--- src/rtl/pipe_adder_tree_if.sv ---
// Sample-set bus for pipe_adder_tree: packed input words with valid and
// advance enable, and the registered sum with its valid and clamp flag.
interface pipe_adder_tree_if #(
    parameter int unsigned WIDTH    = 25,
    parameter int unsigned N_WORDS  = 4,
    parameter int unsigned SATURATE = 0
);
    localparam int unsigned LOG2N = $clog2(N_WORDS);
    localparam int unsigned OUT_W = (SATURATE != 0) ? WIDTH : WIDTH + LOG2N;

    logic                     CE;
    logic                     IN_VALID;
    logic [N_WORDS*WIDTH-1:0] WORDS;
    logic signed [OUT_W-1:0]  RES;
    logic                     OUT_VALID;
    logic                     OVF;

    modport master (output CE, IN_VALID, WORDS, input  RES, OUT_VALID, OVF);
    modport slave  (input  CE, IN_VALID, WORDS, output RES, OUT_VALID, OVF);
endinterface

--- src/rtl/pipe_adder_tree.sv ---
// Pipelined binary adder tree: LOG2N registered stages summing N_WORDS signed
// words, with an optional clamp of the final sum back to WIDTH bits.
module pipe_adder_tree #(
    parameter int unsigned WIDTH    = 25,
    parameter int unsigned N_WORDS  = 4,
    parameter int unsigned SATURATE = 0
) (
    input  logic             CLK,
    input  logic             RST,
    pipe_adder_tree_if.slave io
);
    localparam int unsigned LOG2N = $clog2(N_WORDS);
    localparam int unsigned OUT_W = (SATURATE != 0) ? WIDTH : WIDTH + LOG2N;
    localparam int unsigned FW    = WIDTH + LOG2N;

    if (N_WORDS != 2 && N_WORDS != 4 && N_WORDS != 8 && N_WORDS != 16) begin : g_bad_n
        $error("pipe_adder_tree: N_WORDS must be 2, 4, 8 or 16");
    end

    // Every level is exposed at full width FW; stage k keeps only WIDTH+k bits
    // in its registers and is sign-extended here for the next level.
    logic signed [FW-1:0]    lvl [LOG2N][N_WORDS];
    logic signed [FW-1:0]    fsum;
    logic signed [OUT_W-1:0] res_d;
    logic signed [OUT_W-1:0] res_q;
    logic                    ovf_d;
    logic                    ovf_q;
    logic [LOG2N:1]          vld;

    for (genvar i = 0; i < N_WORDS; i++) begin : g_word
        assign lvl[0][i] = FW'($signed(io.WORDS[i*WIDTH +: WIDTH]));
    end

    for (genvar k = 1; k < LOG2N; k++) begin : g_stage
        localparam int unsigned NS = N_WORDS >> k;
        localparam int unsigned SW = WIDTH + k;
        for (genvar j = 0; j < N_WORDS; j++) begin : g_node
            if (j < NS) begin : g_add
                logic signed [SW-1:0] q;
                always_ff @(posedge CLK or posedge RST) begin
                    if (RST) begin
                        q <= '0;
                    end else if (io.CE) begin
                        q <= lvl[k-1][2*j][SW-1:0] + lvl[k-1][2*j+1][SW-1:0];
                    end
                end
                assign lvl[k][j] = FW'(q);
            end else begin : g_pad
                assign lvl[k][j] = '0;
            end
        end
    end

    // Final stage adds the last pair combinationally so the clamp sits ahead of
    // the output register.
    assign fsum = lvl[LOG2N-1][0] + lvl[LOG2N-1][1];

    if (SATURATE != 0) begin : g_sat
        localparam logic signed [FW-1:0] MAXV = {{(LOG2N+1){1'b0}}, {(WIDTH-1){1'b1}}};
        localparam logic signed [FW-1:0] MINV = {{(LOG2N+1){1'b1}}, {(WIDTH-1){1'b0}}};
        always_comb begin
            res_d = fsum[OUT_W-1:0];
            ovf_d = 1'b0;
            if (fsum > MAXV) begin
                res_d = MAXV[OUT_W-1:0];
                ovf_d = 1'b1;
            end else if (fsum < MINV) begin
                res_d = MINV[OUT_W-1:0];
                ovf_d = 1'b1;
            end
        end
    end else begin : g_full
        always_comb begin
            res_d = fsum;
            ovf_d = 1'b0;
        end
    end

    always_ff @(posedge CLK or posedge RST) begin
        if (RST) begin
            vld   <= '0;
            res_q <= '0;
            ovf_q <= 1'b0;
        end else if (io.CE) begin
            vld[1] <= io.IN_VALID;
            for (int unsigned k = 2; k <= LOG2N; k++) begin
                vld[k] <= vld[k-1];
            end
            res_q <= res_d;
            ovf_q <= ovf_d;
        end
    end

    assign io.RES       = res_q;
    assign io.OUT_VALID = vld[LOG2N];
    assign io.OVF       = ovf_q;
endmodule

--- src/flat_wrapper.sv ---
// flat-port wrapper written by rule: the top's interface ports become plain ports
module pipe_adder_tree_flat 
#(
    parameter int unsigned WIDTH    = 25,
    parameter int unsigned N_WORDS  = 4,
    parameter int unsigned SATURATE = 0
)
  (CLK, RST, io_CE, io_IN_VALID, io_WORDS, io_RES, io_OUT_VALID, io_OVF);
  pipe_adder_tree_if #(.WIDTH(WIDTH), .N_WORDS(N_WORDS), .SATURATE(SATURATE)) io_i ();
  input  logic CLK;
  input  logic RST;
  input wire logic [$bits(io_i.CE)-1:0] io_CE;
  input wire logic [$bits(io_i.IN_VALID)-1:0] io_IN_VALID;
  input wire logic [$bits(io_i.WORDS)-1:0] io_WORDS;
  output wire logic [$bits(io_i.RES)-1:0] io_RES;
  output wire logic [$bits(io_i.OUT_VALID)-1:0] io_OUT_VALID;
  output wire logic [$bits(io_i.OVF)-1:0] io_OVF;
  assign io_i.CE = io_CE;
  assign io_i.IN_VALID = io_IN_VALID;
  assign io_i.WORDS = io_WORDS;
  assign io_RES = io_i.RES;
  assign io_OUT_VALID = io_i.OUT_VALID;
  assign io_OVF = io_i.OVF;
  pipe_adder_tree #(.WIDTH(WIDTH), .N_WORDS(N_WORDS), .SATURATE(SATURATE)) u_core (.CLK(CLK), .RST(RST), .io(io_i));
endmodule
--- config.mk ---
export PLATFORM = sky130hd
export DESIGN_NAME = pipe_adder_tree_flat
export DESIGN_NICKNAME = d
export VERILOG_FILES = /design/src/rtl/pipe_adder_tree_if.sv /design/src/rtl/pipe_adder_tree.sv /design/src/flat_wrapper.sv
export SDC_FILE = /design/constraint.sdc
export NUM_CORES = 1
export LEC_CHECK = 0
export BUFFER_PORTS_ARGS = -buffer_cell sky130_fd_sc_hd__buf_2
export CORE_ASPECT_RATIO = 2
export CORE_MARGIN = 8
export CORE_UTILIZATION = 50
export DETAILED_ROUTE_END_ITERATION = 8
export GPL_TIMING_DRIVEN = 0
export HOLD_SLACK_MARGIN = 0.05
export PLACE_DENSITY_LB_ADDON = 0.2
export SYNTH_ARGS = -nofsm -noshare
export SYNTH_HDL_FRONTEND = slang
export SYNTH_SLANG_ARGS = --single-unit
export TNS_END_PERCENT = 20
--- constraint.sdc ---
create_clock -name CLK -period 4.78 [get_ports CLK]
set_input_delay 0.717 -clock CLK [delete_from_list [all_inputs] [get_ports CLK]]
set_output_delay 0.717 -clock CLK [all_outputs]
set_load 0.02 [all_outputs]
# Yosys cells after proc, flatten, opt, wreduce, memory -nomap -nowiden
# Cells that the tools add are included.
# totals
register_bits	81
inputBits	104
output_inout_bits	29
elab_cells	7
# classes
add_sub_neg	3
# ops
operator	count
25-bit by 25-bit adder with 26-bit output	2
26-bit by 26-bit adder with 27-bit output	1

# Logic depth before layout (Yosys ltp)
# Gate-level depths: netlist of run 1.
# depth
ltp_word	1
depth_mapped	10
ltp_nobuf	10

# Least setup slack after synthesis of run 1
# OpenSTA, ideal clock, no wires.
# synth_timing
path_kind	input to register
startpoint	input port io_WORDS[50]
endpoint	register u_core.g_stage[1].g_node[1].g_add.q[22]
setup_time_ps	126
arrival_time_ps	2630
t_required_ps	4654
slack_ps	2024
path_stages	10
path_buffers	0
cell_sequence	ha_1 -> inv_1 -> fa_1 -> nor2b_1 -> o21ai_0 -> a21oi_1 -> o21ai_1 -> a2111oi_2 -> nor3_1 -> a221o_1
# synth_via
elab_chain_len	1
# synth_lines
item	line_no	source
from (decl)	flat_wrapper.sv:14	input wire logic [$bits(io_i.WORDS)-1:0] io_WORDS;
25-bit by 25-bit adder with 26-bit output	pipe_adder_tree.sv:44	q <= lvl[k-1][2*j][SW-1:0] + lvl[k-1][2*j+1][SW-1:0];
to (signal assigned)	pipe_adder_tree.sv:44	
to (decl)	pipe_adder_tree.sv:39	logic signed [SW-1:0] q;
# No other way between the ends.
# A chain may end at the register's enable or synchronous reset.

# Final worst setup path of run 1
# Same ends and word-level chain as after synthesis.

==> impl_metrics.env, run 1 <==
export IMPL_status="complete, no violations"
export IMPL_syn_num_nets=999
export IMPL_globalplace_congestion=0.9329
export IMPL_layout_common_cells="buf_2, dfrtp_1, a21oi_1"
export IMPL_cpPeakStageDelay_ns=0.58
export IMPL_route_detailed_drc=0
export IMPL_cts_buffers=9
export IMPL_cts_htree_levels=3
export IMPL_post_dp_hpwl_um=16560
export IMPL_drtIter0Drc=505
export IMPL_cts_root_buffer="clkbuf_16"
export IMPL_comb_power_share_pct=50.2
export IMPL_setup_viol=0
export IMPL_p_leak_nw=3.940
export IMPL_dieHeight_um=184.9
export IMPL_netlist_area_sq_um=7128
export IMPL_vias=6792
export IMPL_powerDensity_nw_per_um2=429.0
export IMPL_dieArea_sq_um=18560
export IMPL_hold_viol=0
export IMPL_fin_crit_ns=3.090
export IMPL_critPathCaptureType="flop"
export IMPL_synth_async_reset_ratio_pct=100.0
export IMPL_clk_pin_slew_ns=0.07
export IMPL_cts_resized_gates=0
export IMPL_routedWlPerCell_um=18.11
export IMPL_arrival_ns=3.32
export IMPL_netlist_instances=816
export IMPL_fin_crit_sh_pct=64.65
export IMPL_critPathKind="input pin to flop"
export IMPL_seqPwrFrac_pct=28.4
export IMPL_synth_seq_area_share_pct=28.44
export IMPL_power_switching_share_pct=40.90
export IMPL_drt_first_pass_iters=5
export IMPL_drv_cap=0
export IMPL_syn_to_final_growth_pct=17.50
export IMPL_postCtsHoldBufs=0
export IMPL_antenna_found_initial=0
export IMPL_p_int_mw=2.124
export IMPL_placedCellCount=1139
export IMPL_pwr_share_clk_pct=21.4
export IMPL_avgViaCountPerCell=5.881
export IMPL_nets=1141
export IMPL_grt_usage_pct=23.07
export IMPL_slew_headroom_pct=43.19
export IMPL_tightestPinTransition_ns=0.8522
export IMPL_drive_above_1_share_pct=21.08
export IMPL_synth_main_ff_cell="dfrtp_1"
export IMPL_clock_fmax_ghz=0.3236
export IMPL_slowest_stage="a2111oi_2"
export IMPL_grt_pass1_vias=6841
export IMPL_synth_cell_types=68
export IMPL_crit_path_cell_trace="buf_2 > ha_1 > inv_1 > fa_1 > nor2b_1 > o21ai_0 > a21oi_1 > o21ai_1 > a2111oi_2 > nor3_1 > a221o_1"
export IMPL_die_x_um=100.4
export IMPL_skew_ns=0.006295
export IMPL_stdcell_count=1155
export IMPL_ir_worst_vdd_uv=174.4
export IMPL_crit_fanout=4
export IMPL_power_switching_mw=1.469
export IMPL_port_buffers=130
export IMPL_synth_edf_count=0
export IMPL_layout_commonest_cell="buf_2"
export IMPL_wirelength_um=20920
export IMPL_io_pins=133
export IMPL_cts_sinks=81
export IMPL_ant_nets=0
export IMPL_fp_row_count=62
export IMPL_clockBufferDepth=2
export IMPL_post_cts_setup_buffers=0
export IMPL_grt_pass1_wl_um=33790
export IMPL_start_util_pct=50.49
export IMPL_rsz0062_at_grt="false"
export IMPL_required_ns=5.01
export IMPL_ys_ff_latch=81
export IMPL_finalMaxSlewViolations=0
export IMPL_gr_total_overflow=0
export IMPL_antennaDiodeCount=0
export IMPL_tns_ns=0
export IMPL_yosysWarnings=0
export IMPL_worst_setup_path_start_kind="input pin"
export IMPL_cts_tree="built"
export IMPL_hold_class="input pin to async pin"
export IMPL_clock_latency_ns=0.34
export IMPL_coreArea_sq_um=14120
export IMPL_synth_avg_cell_area_sq_um=8.735
export IMPL_grt_max_degree=61
-- cells in the mapped netlist, types with 6 or more instances --
cell type	instances	share of area [%]
dfrtp_1	81	28
a21oi_1	78	5.5
ha_1	76	13
nand2_1	67	3.5
nor2_1	45	2.4
o21ai_0	45	3.2
mux2_2	41	6.5
inv_1	39	2.1
a21o_1	34	3.6
xnor2_1	30	3.7
clkbuf_1	28	1.5
nand3_1	21	1.5
a211oi_1	17	1.8
o21a_1	15	1.6
and3_1	14	1.2
nor3_1	14	0.98
nand2b_1	13	1.1
xor2_1	13	1.6
nand4_1	12	1.1
o211ai_1	9	0.95
a211o_1	8	0.98
o21bai_1	7	0.74
o31a_1	7	0.86
o31ai_1	7	0.74
nor2b_1	6	0.53
or3_1	6	0.53
-- state kept, by name, indices dropped and copies added (netlist names) --
register and cells:
u_core.g_stage.g_node.g_add.q 52, u_core.io.RES 27, u_core.vld 2
-- metrics by stage --
stage / area (sq um) / power, mW / hold slack, ns / worst slack [ns] / utilization (%)
6_report: 8376 / 3.593 / 0.3304 / 1.690 / 59.32
3_5_place_dp: 8049 / 2.814 / 0.4667 / 1.408 / 57.01
4_1_cts: 8376 / 3.592 / 0.3352 / 1.780 / 59.32
5_1_grt: 8376 / 3.851 / 0.3500 / 1.617 / 59.32
3_3_place_gp: 8019 / 2.780 / 0.4656 / 0.9210 / 56.80
2_1_floorplan: 7128 / 2.332 / 0.4576 / 1.983 / -
-- cell type report --
type,instances,area (sq um)
fillers,1349,5743
multi-input cells,663,4826
flip-flops and latches,81,2027
repair buffers,131,678.2
well taps,192,240.2
clock buffers,9,225.2
inverters,39,148.9
plain buffers,33,128.9
clock inverters,7,101.3
-- worst max-delay path: cells and delay by family --
family / cells / cell delay, ns
simple gates: 2 / 0.25
compound gates: 5 / 1.63
buf+inv: 2 / 0.14
fa+ha+maj: 2 / 0.58
-- per-layer routing --
metal,vias to the layer above,GRT usage [%],share of wire [%]
met5,-,0,0
met4,0,11.16,3.7
met3,60,3.539,5.5
met2,266,39.21,48
met1,3132,27.53,42
li1,3334,-,-
-- power by group through the flow --
stage	clock [mW]	sequential [mW]	combinational (mW)
final	0.769	1.02	1.80
after global placement	0	1.03	1.75
after CTS	0.778	1.02	1.79
after detailed placement	0	1.03	1.78
after floorplan	0	1.14	1.19
after global routing	0.808	1.05	2.00
-- path summary, 6_finish.rpt --
path                                                         from                                      end  slack (ns)  cells past startpoint
setup / recovery                                     io_WORDS[50]  u_core.g_stage[1].g_node[1].g_add.q[22]        1.69                     11
hold / removal                                                RST                         u_core.io.RES[2]        0.33                      2
setup reg to reg           u_core.g_stage[1].g_node[1].g_add.q[7]                        u_core.io.RES[15]        2.04                      8
hold reg to reg                                 u_core.io.RES[25]                        u_core.io.RES[25]        0.48                      2
max in group asynchronous                                     RST   u_core.g_stage[1].g_node[1].g_add.q[8]        3.83                      3
min in group CLK                                u_core.io.RES[25]                        u_core.io.RES[25]        0.48                      2
-- logic make-up (layout without fill, tap and decap cells) --
group                    after synthesis  count (layout)  share of synthesized area [%]
adder cells (fa/ha/maj)               79              79                          14.18
flip-flops                            81              81                          28.44
XOR/XNOR                              43              43                          5.283
other                                  1               1                        0.05261
multiplexers                          43              43                          6.758
buffers and inverters                 72             219                          3.862
AO/OA/AOI/OAI                        286             286                          27.33
AND/OR/NAND/NOR                      211             211                          14.10
Note: power is estimated with default switching activity, not from simulation.
==> run 2, diff against run 1 <==
ABC_AREA = 1   (was default)
clock period = 2.7 ns   (was 4.78 ns; I/O delays follow)
==> run 2 against run 1 <==
Worst setup slack worse by 1.2 ns. Final cell count grew 58%. Hold slack got worse by 0.24 ns. Highest routed layer unchanged. Critical endpoint is now u_core.io.RES[24].
==> impl_metrics.env, run 2 <==
export IMPL_status="complete, no violations"
export IMPL_ant_nets=0
export IMPL_cts_sinks=81
export IMPL_cts_resized_gates=0
export IMPL_fp_row_count=68
export IMPL_post_cts_setup_buffers=0
export IMPL_synth_most_common_cell="nand2_1"
export IMPL_comb_power_share_pct=50.0
export IMPL_io_pins=133
export IMPL_p_int_mw=3.327
export IMPL_hold_viol=0
export IMPL_synth_top_cell_by_area="nand2_1"
export IMPL_seqPwrFrac_pct=29.2
export IMPL_hold_class="input pin to async pin"
export IMPL_skew_ns=0.006426
export IMPL_drtIter0Drc=454
export IMPL_port_buffers=130
export IMPL_cts_htree_levels=3
export IMPL_dieArea_sq_um=21980
export IMPL_p_leak_nw=5.983
export IMPL_synth_seq_area_share_pct=23.48
export IMPL_drv_cap=0
export IMPL_drt_first_pass_iters=5
export IMPL_postCtsHoldBufs=0
export IMPL_nets=1792
export IMPL_finalMaxSlewViolations=0
export IMPL_arrival_ns=2.49
export IMPL_tightestPinTransition_ns=0.7200
export IMPL_cts_root_buffer="clkbuf_16"
export IMPL_grt_usage_pct=23.89
export IMPL_syn_num_nets=1650
export IMPL_required_ns=2.93
export IMPL_die_x_um=108.9
export IMPL_cts_buffers=9
export IMPL_yosysWarnings=0
export IMPL_clk_pin_slew_ns=0.06
export IMPL_finalHoldWorstSlack_ns=0.09188
export IMPL_worst_setup_path_start_kind="flop"
export IMPL_setup_viol=0
export IMPL_synth_async_reset_ratio_pct=100.0
export IMPL_antennaDiodeCount=0
export IMPL_synth_area_top_cells="nand2_1, dfrtp_1, inv_1"
export IMPL_route_detailed_drc=0
export IMPL_fin_crit_ns=2.260
export IMPL_power_switching_share_pct=44.60
export IMPL_final_core_util_pct=57.74
export IMPL_start_util_pct=50.48
export IMPL_critPathKind="flop to flop"
export IMPL_synth_main_ff_cell="dfrtp_1"
export IMPL_synth_edf_count=0
export IMPL_synth_cell_types=34
export IMPL_clockBufferDepth=2
export IMPL_clock_latency_ns=0.34
export IMPL_dieHeight_um=201.8
export IMPL_grt_pass1_vias=8640
export IMPL_gr_total_overflow=0
export IMPL_avgViaCountPerCell=4.996
export IMPL_critPathCaptureType="flop"
export IMPL_fin_ws_ns=0.4396
export IMPL_post_dp_hpwl_um=22730
export IMPL_antenna_found_initial=0
export IMPL_coreArea_sq_um=17100
export IMPL_place_ws_ns=0.4065
export IMPL_clock_fmax_ghz=0.4424
export IMPL_netlist_area_sq_um=8632
export IMPL_syn_to_final_growth_pct=14.39
export IMPL_netlist_instances=1467
export IMPL_slew_headroom_pct=52.00
export IMPL_cts_tree="built"
export IMPL_routedWlPerCell_um=14.42
export IMPL_synth_avg_cell_area_sq_um=5.884
export IMPL_pwr_share_clk_pct=20.8
export IMPL_crit_fanout=4
export IMPL_largest_register_ffs=52
export IMPL_vias=9112
export IMPL_globalplace_congestion=0.9566
export IMPL_layout_common_cells="nand2_1, inv_1, buf_2"
export IMPL_grt_pass1_wl_um=41640
export IMPL_ir_worst_vdd_uv=601.8
export IMPL_powerDensity_nw_per_um2=608.2
export IMPL_ys_top_cells_by_count="nand2_1, inv_1, nand3_1"
export IMPL_power_switching_mw=2.679
export IMPL_rsz0062_at_grt="false"
export IMPL_fin_crit_sh_pct=83.72
export IMPL_drive_above_1_share_pct=12.39
export IMPL_grt_max_degree=45
export IMPL_ys_ff_latch=81
export IMPL_wirelength_um=26300
export IMPL_largest_register="u_core.g_stage.g_node.g_add.q"
export IMPL_yosysTopAreaCellShare_pct=27.13
export IMPL_layout_commonest_cell="nand2_1"
## run 2: cell types whose count changed in the layout (fill, tap and decap cells not counted), sizes merged, moves of 17 or more
cell | previous run | this run
nand3 | 21 | 112
inv | 42 | 268
clkbuf | 37 | 18
nand2 | 67 | 635
a211oi | 17 | 0
nor2 | 45 | 106
a21oi | 79 | 46
a21o | 34 | 2
mux2 | 41 | 0
## run 2: critical path, cell delays in order (launching register included)
cell and delay [ns]:
dfrtp_1 0.42, ha_1 0.27, inv_1 0.08, fa_1 0.40, inv_1 0.14, nand3_1 0.08
nand3_1 0.19, nand2_1 0.13, nand2_2 0.11, nand2_1 0.08, nand3_1 0.08, nand2_1 0.05
nand3_1 0.07, nand2_1 0.05
## run 2: power groups by stage
stage,registers (mW),logic (mW),clock network [mW]
6_report,1.76,3.00,1.25
5_1_grt,1.79,3.38,1.32
4_1_cts,1.76,3.02,1.28
3_5_place_dp,1.78,3.00,0
3_3_place_gp,1.77,2.95,0
2_1_floorplan,1.90,1.96,0
## run 2: kinds of logic after synthesis
kind of cell               share of synthesized area, %
xor gates and xnor gates                          2.841
AOI/OAI and AO/OA                                 5.740
and+or+nand+nor                                   43.47
DFF                                               23.48
buffers and inverters                             12.71
adders and majority gates                         11.71
other                                           0.04344
## run 2: path summary, 6_finish.rpt
kind,slack (ns),to,startpoint,depth (start not counted)
hold / removal,0.09,u_core.g_stage[1].g_node[1].g_add.q[24],RST,2
max in group asynchronous,2.01,u_core.vld[2],RST,3
min in group CLK,0.29,u_core.vld[1],io_IN_VALID,3
hold reg to reg,0.48,u_core.io.RES[7],u_core.io.RES[7],2
setup / recovery,0.44,u_core.io.RES[24],u_core.g_stage[1].g_node[0].g_add.q[0],13
setup reg to reg,0.44,u_core.io.RES[24],u_core.g_stage[1].g_node[0].g_add.q[0],13
## run 2: metrics by stage
step / TNS, ns / total power, mW / instance area [sq um] / cells
detailed placement: 0 / 4.784 / 9568 / 1808
floorplan: 0 / 3.858 / 8632 / 1467
global placement: -51.28 / 4.722 / 9545 / 1807
CTS: 0 / 6.059 / 9874 / 1824
finish: 0 / 6.006 / 9874 / 1824
global route: 0 / 6.482 / 9874 / 1824
## run 2: routing by layer
| metal | GRT usage, % | up-vias | share of wire (%) | routed length, um |
|---|---|---|---|---|
| met1 | 28.48 | 4114 | 41 | 10780 |
| met4 | 6.155 | 0 | 2.2 | 578 |
| met3 | 3.126 | 37 | 4.5 | 1196 |
| li1 | - | 4778 | - | - |
| met5 | 0 | - | 0 | 0 |
| met2 | 42.94 | 183 | 52 | 13740 |
## run 2: layout make-up
| class | count | area [sq um] |
|---|---|---|
| plain buffers | 19 | 91.34 |
| clock buffers | 11 | 242.7 |
| clock inverters | 5 | 63.81 |
| fillers | 1775 | 7227 |
| inverters | 268 | 1008 |
| multi-input cells | 1099 | 5508 |
| flip-flops and latches | 81 | 2027 |
| well taps | 210 | 262.8 |
| repair buffers | 131 | 670.6 |
